===== config.mk =====
export PLATFORM = sky130hd
export DESIGN_NAME = pipeline_interlock_flat
export DESIGN_NICKNAME = d
export VERILOG_FILES = /design/src/rtl/pipeline_interlock_if.sv /design/src/rtl/pipeline_interlock.sv /design/src/flat_wrapper.sv
export SDC_FILE = /design/constraint.sdc
export NUM_CORES = 1
export LEC_CHECK = 0
export CORE_UTILIZATION = 45
export DETAILED_ROUTE_END_ITERATION = 12
export PLACE_DENSITY = 0.77
export RECOVER_POWER = 50
export SLEW_MARGIN = 20
export SYNTH_ARGS = -nofsm -noshare
export SYNTH_HDL_FRONTEND = slang
export SYNTH_SLANG_ARGS = --single-unit

===== constraint.sdc =====
create_clock -name clk -period 3.3 [get_ports clk]
set_clock_uncertainty 0.15 [all_clocks]
set_input_delay 0.66 -clock clk [delete_from_list [all_inputs] [get_ports clk]]
set_output_delay 0.66 -clock clk [all_outputs]
set_load 0.05 [all_outputs]

===== src/rtl/pipeline_interlock_if.sv =====
// pipeline_interlock_if: hazard-unit handshake bundle between the pipeline stages and the interlock.
interface pipeline_interlock_if #(
   parameter int REG_AW = 3,
   parameter int CNT_W  = 16
);
   logic [REG_AW-1:0] id_rs, id_rt, id_rd, ex_rd, wb_long_rd;
   logic id_rs_used, id_rt_used, id_issue_long;
   logic ex_memread, ex_branch_taken, mem_req, mem_ready, wb_long_valid, cnt_clear;
   logic pc_write, if_id_write, id_ex_bubble, if_id_flush, id_ex_flush, ex_mem_write;
   logic [CNT_W-1:0] stall_count;

   modport master (
      output id_rs, id_rt, id_rd, id_rs_used, id_rt_used, id_issue_long,
             ex_memread, ex_rd, ex_branch_taken, mem_req, mem_ready,
             wb_long_valid, wb_long_rd, cnt_clear,
      input  pc_write, if_id_write, id_ex_bubble, if_id_flush, id_ex_flush,
             ex_mem_write, stall_count
   );

   modport slave (
      input  id_rs, id_rt, id_rd, id_rs_used, id_rt_used, id_issue_long,
             ex_memread, ex_rd, ex_branch_taken, mem_req, mem_ready,
             wb_long_valid, wb_long_rd, cnt_clear,
      output pc_write, if_id_write, id_ex_bubble, if_id_flush, id_ex_flush,
             ex_mem_write, stall_count
   );
endinterface


===== src/rtl/pipeline_interlock.sv =====
// pipeline_interlock: load-use/scoreboard stall, memory freeze, branch flush and stall counter.
module pipeline_interlock #(
   parameter int REG_AW   = 3,
   parameter int ZERO_REG = 1,
   parameter int CNT_W    = 16
) (
   input logic clk,
   input logic reset,
   pipeline_interlock_if.slave p
);
   localparam int NREG = 2**REG_AW;

   logic [NREG-1:0]  busy, busy_nxt;
   logic [CNT_W-1:0] cnt;
   logic load_use, sb_haz, haz, freeze, flush, stall, set_ok;

   function automatic logic match(input logic [REG_AW-1:0] a, input logic [REG_AW-1:0] b);
      return (a == b) && !((ZERO_REG != 0) && (a == '0));
   endfunction

   assign load_use = p.ex_memread && ((p.id_rs_used && match(p.ex_rd, p.id_rs)) ||
                                      (p.id_rt_used && match(p.ex_rd, p.id_rt)));
   assign sb_haz   = (p.id_rs_used && busy[p.id_rs]) || (p.id_rt_used && busy[p.id_rt]) ||
                     (p.id_issue_long && busy[p.id_rd]);
   assign haz      = load_use || sb_haz;
   assign freeze   = p.mem_req && !p.mem_ready;
   assign flush    = !reset && !freeze && p.ex_branch_taken;
   assign stall    = !reset && !freeze && !p.ex_branch_taken && haz;

   assign p.pc_write     = !(stall || (!reset && freeze));
   assign p.if_id_write  = p.pc_write;
   assign p.ex_mem_write = reset || !freeze;
   assign p.id_ex_bubble = stall;
   assign p.if_id_flush  = flush;
   assign p.id_ex_flush  = flush;
   assign p.stall_count  = cnt;

   assign set_ok = p.id_issue_long && !freeze && !p.ex_branch_taken && !haz &&
                   !((ZERO_REG != 0) && (p.id_rd == '0));

   // Set is applied after clear so a same-register collision leaves the entry busy.
   always_comb begin
      busy_nxt = busy;
      if (p.wb_long_valid) busy_nxt[p.wb_long_rd] = 1'b0;
      if (set_ok) busy_nxt[p.id_rd] = 1'b1;
   end

   always_ff @(posedge clk) begin
      if (reset) begin
         busy <= '0;
         cnt  <= '0;
      end else begin
         busy <= busy_nxt;
         if (p.cnt_clear) cnt <= '0;
         else if ((freeze || stall) && cnt != '1) cnt <= cnt + 1'b1;
      end
   end
endmodule


===== src/flat_wrapper.sv =====
// flat-port wrapper written by rule: the top's interface ports become plain ports
module pipeline_interlock_flat 
#(
   parameter int REG_AW   = 3,
   parameter int ZERO_REG = 1,
   parameter int CNT_W    = 16
)
  (clk, reset, p_id_rs, p_id_rt, p_id_rd, p_id_rs_used, p_id_rt_used, p_id_issue_long, p_ex_memread, p_ex_rd, p_ex_branch_taken, p_mem_req, p_mem_ready, p_wb_long_valid, p_wb_long_rd, p_cnt_clear, p_pc_write, p_if_id_write, p_id_ex_bubble, p_if_id_flush, p_id_ex_flush, p_ex_mem_write, p_stall_count);
  pipeline_interlock_if #(.REG_AW(REG_AW), .CNT_W(CNT_W)) p_i ();
  input logic clk;
  input logic reset;
  input wire logic [$bits(p_i.id_rs)-1:0] p_id_rs;
  input wire logic [$bits(p_i.id_rt)-1:0] p_id_rt;
  input wire logic [$bits(p_i.id_rd)-1:0] p_id_rd;
  input wire logic [$bits(p_i.id_rs_used)-1:0] p_id_rs_used;
  input wire logic [$bits(p_i.id_rt_used)-1:0] p_id_rt_used;
  input wire logic [$bits(p_i.id_issue_long)-1:0] p_id_issue_long;
  input wire logic [$bits(p_i.ex_memread)-1:0] p_ex_memread;
  input wire logic [$bits(p_i.ex_rd)-1:0] p_ex_rd;
  input wire logic [$bits(p_i.ex_branch_taken)-1:0] p_ex_branch_taken;
  input wire logic [$bits(p_i.mem_req)-1:0] p_mem_req;
  input wire logic [$bits(p_i.mem_ready)-1:0] p_mem_ready;
  input wire logic [$bits(p_i.wb_long_valid)-1:0] p_wb_long_valid;
  input wire logic [$bits(p_i.wb_long_rd)-1:0] p_wb_long_rd;
  input wire logic [$bits(p_i.cnt_clear)-1:0] p_cnt_clear;
  output wire logic [$bits(p_i.pc_write)-1:0] p_pc_write;
  output wire logic [$bits(p_i.if_id_write)-1:0] p_if_id_write;
  output wire logic [$bits(p_i.id_ex_bubble)-1:0] p_id_ex_bubble;
  output wire logic [$bits(p_i.if_id_flush)-1:0] p_if_id_flush;
  output wire logic [$bits(p_i.id_ex_flush)-1:0] p_id_ex_flush;
  output wire logic [$bits(p_i.ex_mem_write)-1:0] p_ex_mem_write;
  output wire logic [$bits(p_i.stall_count)-1:0] p_stall_count;
  assign p_i.id_rs = p_id_rs;
  assign p_i.id_rt = p_id_rt;
  assign p_i.id_rd = p_id_rd;
  assign p_i.id_rs_used = p_id_rs_used;
  assign p_i.id_rt_used = p_id_rt_used;
  assign p_i.id_issue_long = p_id_issue_long;
  assign p_i.ex_memread = p_ex_memread;
  assign p_i.ex_rd = p_ex_rd;
  assign p_i.ex_branch_taken = p_ex_branch_taken;
  assign p_i.mem_req = p_mem_req;
  assign p_i.mem_ready = p_mem_ready;
  assign p_i.wb_long_valid = p_wb_long_valid;
  assign p_i.wb_long_rd = p_wb_long_rd;
  assign p_i.cnt_clear = p_cnt_clear;
  assign p_pc_write = p_i.pc_write;
  assign p_if_id_write = p_i.if_id_write;
  assign p_id_ex_bubble = p_i.id_ex_bubble;
  assign p_if_id_flush = p_i.if_id_flush;
  assign p_id_ex_flush = p_i.id_ex_flush;
  assign p_ex_mem_write = p_i.ex_mem_write;
  assign p_stall_count = p_i.stall_count;
  pipeline_interlock #(.REG_AW(REG_AW), .ZERO_REG(ZERO_REG), .CNT_W(CNT_W)) u_core (.clk(clk), .reset(reset), .p(p_i));
endmodule

## Word-level counts from Yosys, hierarchy flattened

Index checks and enable logic that the tools add are counted.

- $add $sub $neg: 1
- Order comparisons: 6
- Equality and inequality tests: 3
- Muxes and demuxes: 12
- Bitwise logic cells: 3
- Reductions and logical operators: 39

Operators with widths:

| kind | count |
|---|---|
| logical AND 1 bit | 21 |
| adder 16 x 1 -> 16 bit (second input constant) | 1 |
| < comparator 3 x 4 -> 1 bit (second input constant) | 4 |
| two-way mux 8 bit | 2 |
| inequality test 16 bit (second input constant) | 1 |
| binary-select mux 1 bit (select 3 bit) | 3 |
| AND 8 bit | 1 |
| logical NOT 1 bit | 8 |
| inverter 8 bit | 1 |
| bitwise OR 8 bit | 1 |
| logical OR 1 bit | 7 |
| demux 1 bit (select 3 bit) | 2 |
| equality test 3 bit | 2 |
| greater-or-equal comparator 3 x 1 -> 1 bit (second input constant) | 2 |
| logical NOT 3 bit | 2 |
| two-way mux 1 bit | 5 |
| OR reduction 2 bit | 1 |

- Bits in registers: 24

## Longest topological paths before layout

- Depth after elaboration: 11
- Depth in mapped cells: 9
- Depth with buffers taken out: 6

## Least setup slack after synthesis

No wires, ideal clock.

- Kind: input -> output
- From: in p_id_rs[1]
- To: out p_pc_write
- Data arrival time: 3.107 ns
- Data required time: 2.490 ns
- Setup slack: -0.617 ns
- Stages: 7
- Buffers on the path: 1
- Cell sequence: mux4_2 -> o22ai_1 -> o22ai_2 -> o31ai_1 -> nor2_1 -> nor2b_1 -> buf_4

- Word-level cells in the longest chain between the ends: 9
- Elaborated cells on any way between the ends: 14
- Those cells by class: eq/ne (1); mux (2); reduce/logical (11)

Ends and longest elaborated chain:

| item | line | source |
|---|---|---|
| start: declaration | flat_wrapper.sv:12 | `input wire logic [$bits(p_i.id_rs)-1:0] p_id_rs;` |
| binary-select mux 1 bit (select 3 bit) / equality test 3 bit (equally long branches) | pipeline_interlock.sv:23, pipeline_interlock.sv:18 |  |
| two-way mux 1 bit (implied by the code) / logical AND 1 bit (equally long branches) | pipeline_interlock.sv:23, pipeline_interlock.sv:18 |  |
| logical AND 1 bit, on equally long branches | pipeline_interlock.sv:23, pipeline_interlock.sv:21 |  |
| logical OR 1 bit, on equally long branches | pipeline_interlock.sv:23, pipeline_interlock.sv:21 |  |
| logical OR 1 bit / logical AND 1 bit (equally long branches) | pipeline_interlock.sv:23, pipeline_interlock.sv:21 |  |
| logical OR 1 bit * | pipeline_interlock.sv:25 | `assign haz = load_use \|\| sb_haz;` |
| logical AND 1 bit * | pipeline_interlock.sv:28 | `assign stall = !reset && !freeze && !p.ex_branch_taken && haz;` |
| named net p_id_ex_bubble | flat_wrapper.sv:28 | `output wire logic [$bits(p_i.id_ex_bubble)-1:0] p_id_ex_bubble;` |
| logical OR 1 bit * | pipeline_interlock.sv:30 | `assign p.pc_write = !(stall \|\| (!reset && freeze));` |
| logical NOT 1 bit * | pipeline_interlock.sv:30 |  |
| end: declaration | flat_wrapper.sv:26 | `output wire logic [$bits(p_i.pc_write)-1:0] p_pc_write;` |

The timed path passes the listed nets; every way through them passes the cells marked *. The select of a mux whose other input is x is not followed.

## Final worst setup path

- From: in p_id_rs[1]
- To: out p_pc_write

- Word-level cells in the longest chain between the ends: 9
- Elaborated cells on any way between the ends: 14
- Those cells by class: eq/ne (1); mux (2); reduce/logical (11)

Ends and longest elaborated chain:

| item | line |
|---|---|
| binary-select mux 1 bit (select 3 bit) / equality test 3 bit (equally long branches) | pipeline_interlock.sv:23, pipeline_interlock.sv:18 |
| two-way mux 1 bit (implied by the code) / logical AND 1 bit (equally long branches) | pipeline_interlock.sv:23, pipeline_interlock.sv:18 |
| logical AND 1 bit, on equally long branches | pipeline_interlock.sv:23, pipeline_interlock.sv:21 |
| logical OR 1 bit, on equally long branches | pipeline_interlock.sv:23, pipeline_interlock.sv:21 |
| logical OR 1 bit / logical AND 1 bit (equally long branches) | pipeline_interlock.sv:23, pipeline_interlock.sv:21 |
| logical OR 1 bit * | pipeline_interlock.sv:25 |
| logical AND 1 bit * | pipeline_interlock.sv:28 |
| logical OR 1 bit * | pipeline_interlock.sv:30 |
| logical NOT 1 bit * | pipeline_interlock.sv:30 |

Every way passes the cells marked *; elsewhere a longest branch is shown, timed or not. The select of a mux whose other input is x is not followed.

==> flow_summary_export.csv <==
group,metric,value,unit
status,status,"finished clean",
cts,ctsHoldBuffers,0,
setup_path,critPathKind,"in -> out",
floorplanning,ioPinCount,48,
timing,worstMarginPinSlew,0.598,ns
layout,area_growth,43.4,%
timing,whs,0.357,ns
power_and_ir_drop,pwr_density_cell,291,nW/um^2
synthesis,syn_area,1630,sq um
timing,fin_crit_sh,97.5,%
placement,portBuffers,47,
power_and_ir_drop,pwr-share-clk,31.1,%
power_and_ir_drop,ir_drop,0.000258,V
global_routing,grt_start_max_net_pins,25,
synthesis,synth.distinct_cells,44,
synthesis,postSynthCellCount,192,
route,vias,1733,
cts,cts_buffers,3,
route,route.detailed.drc,0,
power_and_ir_drop,p_switching,184,uW
synthesis,syn_avg_cell_area,8.48,sq um
route,via_per_inst,5.89,
synthesis,synth_seq_cells,24,
floorplanning,die-area,3860,sq um
timing,setup_violations,0,
layout,antennaDiodeCount,0,
setup_path,cp.arrival,2.41,ns
timing,slew_headroom,60.1,%
timing,slew_viol_final,0,
power_and_ir_drop,internal_power,496,uW
layout,layout_commonest_cell,"dfxtp_1",
power_and_ir_drop,finalPower,680,uW
route,wirelength,4.28,mm
timing,finalHoldViolations,0,
route,drtAntennaViolNets,0,
route,first_iter_violations,110,
power_and_ir_drop,combPwrFrac,25.7,%
placement,dp_slack,-0.257,ns
setup_path,critPathRequiredTime,2.49,ns
power_and_ir_drop,cellLeakagePower,0.000867,uW
global_routing,grt_overflow,0,
synthesis,yosysWarningCount,0,
floorplanning,die_x,62.2,um
setup_path,critPathMaxFanout,2,
layout,post-route-util,68.9,%
layout,final_cell_mix,"dfxtp_1 (24), a21oi_1 (21), buf_4 (21)",
global_routing,antenna_found_initial,0,
setup_path,reg2regPathDepth,9,
timing,finalSetupTns,0,ns
floorplanning,initial_core_util,48.1,%
synthesis,synth_nets,219,
layout,drive_gt1_share,19.0,%
power_and_ir_drop,swShare,27.1,%
floorplanning,core,3390,sq um
setup_path,cp-end-kind,"output port",
cts,clk_pin_slew,0.12,ns
cts,cts_tree,"yes",
route,first_pass_iters,4,
cts,clockBufferDepth,2,
global_routing,grt_usage,22.7,%
timing,rsz0062_at_grt,"no",
placement,hpwl,3.18,mm
timing,max_freq,311,MHz
cts,cts.htree.levels,1,
floorplanning,die_h,62.2,um
run,max-cap-violations,0,
min_path,hold_depth,2,
global_routing,grt_pass1_vias,1555,
synthesis,seq_area_frac_synth,29.5,%
layout,layout.nets,276,
power_and_ir_drop,p_seq_share,43.1,%
floorplanning,placementRows,21,
cts,clock_latency,0.32,ns
route,post_drt_wl_per_cell,14.6,um
global_routing,grt_pass1_wl,7.22,mm
placement,globalplace.congestion,0.838,
cts,clock-root-buffer,"clkbuf_4",
setup_path,startpoint_type,"input port",
cts,cts.sinks,24,
timing,finalWorstSetupSlack,0.0829,ns
min_path,min_path_type,"reg -> reg",
timing,min_period,3.22,ns
state kept, by name, summed over array words and instances (netlist names):
signal and flops:
u_core.p.stall_count 16, u_core.busy 8
layout make-up:
cell class                      instances  area [sq um]
Tap cell                               46          57.6
Fill cell                             260          1050
Inverter                                4          15.0
Clock inverter                          1          30.0
Clock buffer                            3          22.5
Timing Repair Buffer                   66           622
Sequential cell                        24           480
Multi-Input combinational cell        150          1110
path summary, 6_finish.rpt:
| path | start | to | slack, ns |
|---|---|---|---|
| setup / recovery | p_id_rs[1] | p_pc_write | 0.08 |
| hold reg to reg | u_core.p.stall_count[15] | u_core.p.stall_count[15] | 0.36 |
| hold / removal | u_core.p.stall_count[15] | u_core.p.stall_count[15] | 0.36 |
| setup reg to reg | u_core.busy[3] | u_core.busy[4] | 0.58 |
what timing repair did:
item,CTS,global route
pin swaps,4,2
endpoints found under the setup margin,3,3
buffers inserted,1,0
resized for setup,13,3
metrics by stage:
step	instances	area, sq um
final	294	2340
after floorplan	192	1650
after global routing	294	2340
after detailed placement	289	2230
after CTS	294	2330
after global placement	289	2230
logic make-up after synthesis:
| logic type | synth area share [%] |
|---|---|
| buffers and inverters | 6.53 |
| AOI/OAI and AO/OA | 21.3 |
| muxes | 9.37 |
| adders and majority gates | 0.768 |
| DFF | 29.5 |
| xor gates and xnor gates | 3.23 |
| and+or+nand+nor | 29.3 |
layer usage:
metal	GRT usage (%)	up-vias	wire, um
met5	0	-	0
met1	34.1	811	2010
li1	-	850	-
met4	4.94	0	47
met3	3.49	6	259
met2	34.1	66	1970
critical path, stage by stage:
cell           delay [ns]
dlygate4sd2_1        0.24
mux4_2               0.52
o22ai_2              0.20
o22ai_2              0.14
o31ai_4              0.25
nor2_4               0.07
nor2b_4              0.18
buf_12               0.15
synthesized netlist by cell type:
cell type | n | area, sq um
clkbuf_2 | 1 | 5.00
o211a_1 | 1 | 10.0
nor3_1 | 1 | 5.00
buf_2 | 3 | 15.0
or4_1 | 10 | 75.1
and3_1 | 1 | 6.26
and2b_1 | 1 | 7.51
nor2_1 | 7 | 26.3
mux2_2 | 4 | 45.0
or2_2 | 1 | 6.26
nor3b_1 | 2 | 15.0
ha_1 | 1 | 12.5
mux2i_1 | 4 | 40.0
or4_4 | 1 | 11.3
o41ai_1 | 1 | 8.76
mux4_2 | 3 | 67.6
nand3_1 | 5 | 25.0
inv_1 | 4 | 15.0
o22a_1 | 1 | 8.76
nand2b_1 | 7 | 43.8
nand4_1 | 14 | 87.6
xnor2_1 | 6 | 52.6
o31ai_1 | 15 | 113
o21ai_1 | 2 | 10.0
a22oi_1 | 1 | 7.51
o22ai_1 | 3 | 18.8
clkbuf_1 | 4 | 15.0
nor2b_1 | 5 | 31.3
o22ai_2 | 1 | 12.5
buf_4 | 2 | 15.0
and2_1 | 3 | 18.8
a21oi_2 | 1 | 8.76
buf_6 | 2 | 22.5
nor4_4 | 1 | 21.3
a31o_1 | 1 | 8.76
buf_1 | 1 | 3.75
o21ai_0 | 6 | 30.0
buf_8 | 1 | 15.0
nand2_1 | 11 | 41.3
and4_1 | 2 | 17.5
a21oi_1 | 22 | 110
dfxtp_1 | 24 | 480
or3_1 | 2 | 12.5
nand4b_1 | 3 | 26.3
power by group through the flow:
| stage | registers [uW] | clock network (uW) | logic [uW] |
|---|---|---|---|
| finish | 294 | 212 | 175 |
| global route | 294 | 231 | 187 |
| CTS | 294 | 220 | 177 |
| detailed placement | 300 | 0 | 170 |
| global placement | 300 | 0 | 168 |
| floorplan | 302 | 0 | 98.2 |
(Power assumes the default switching activity.)
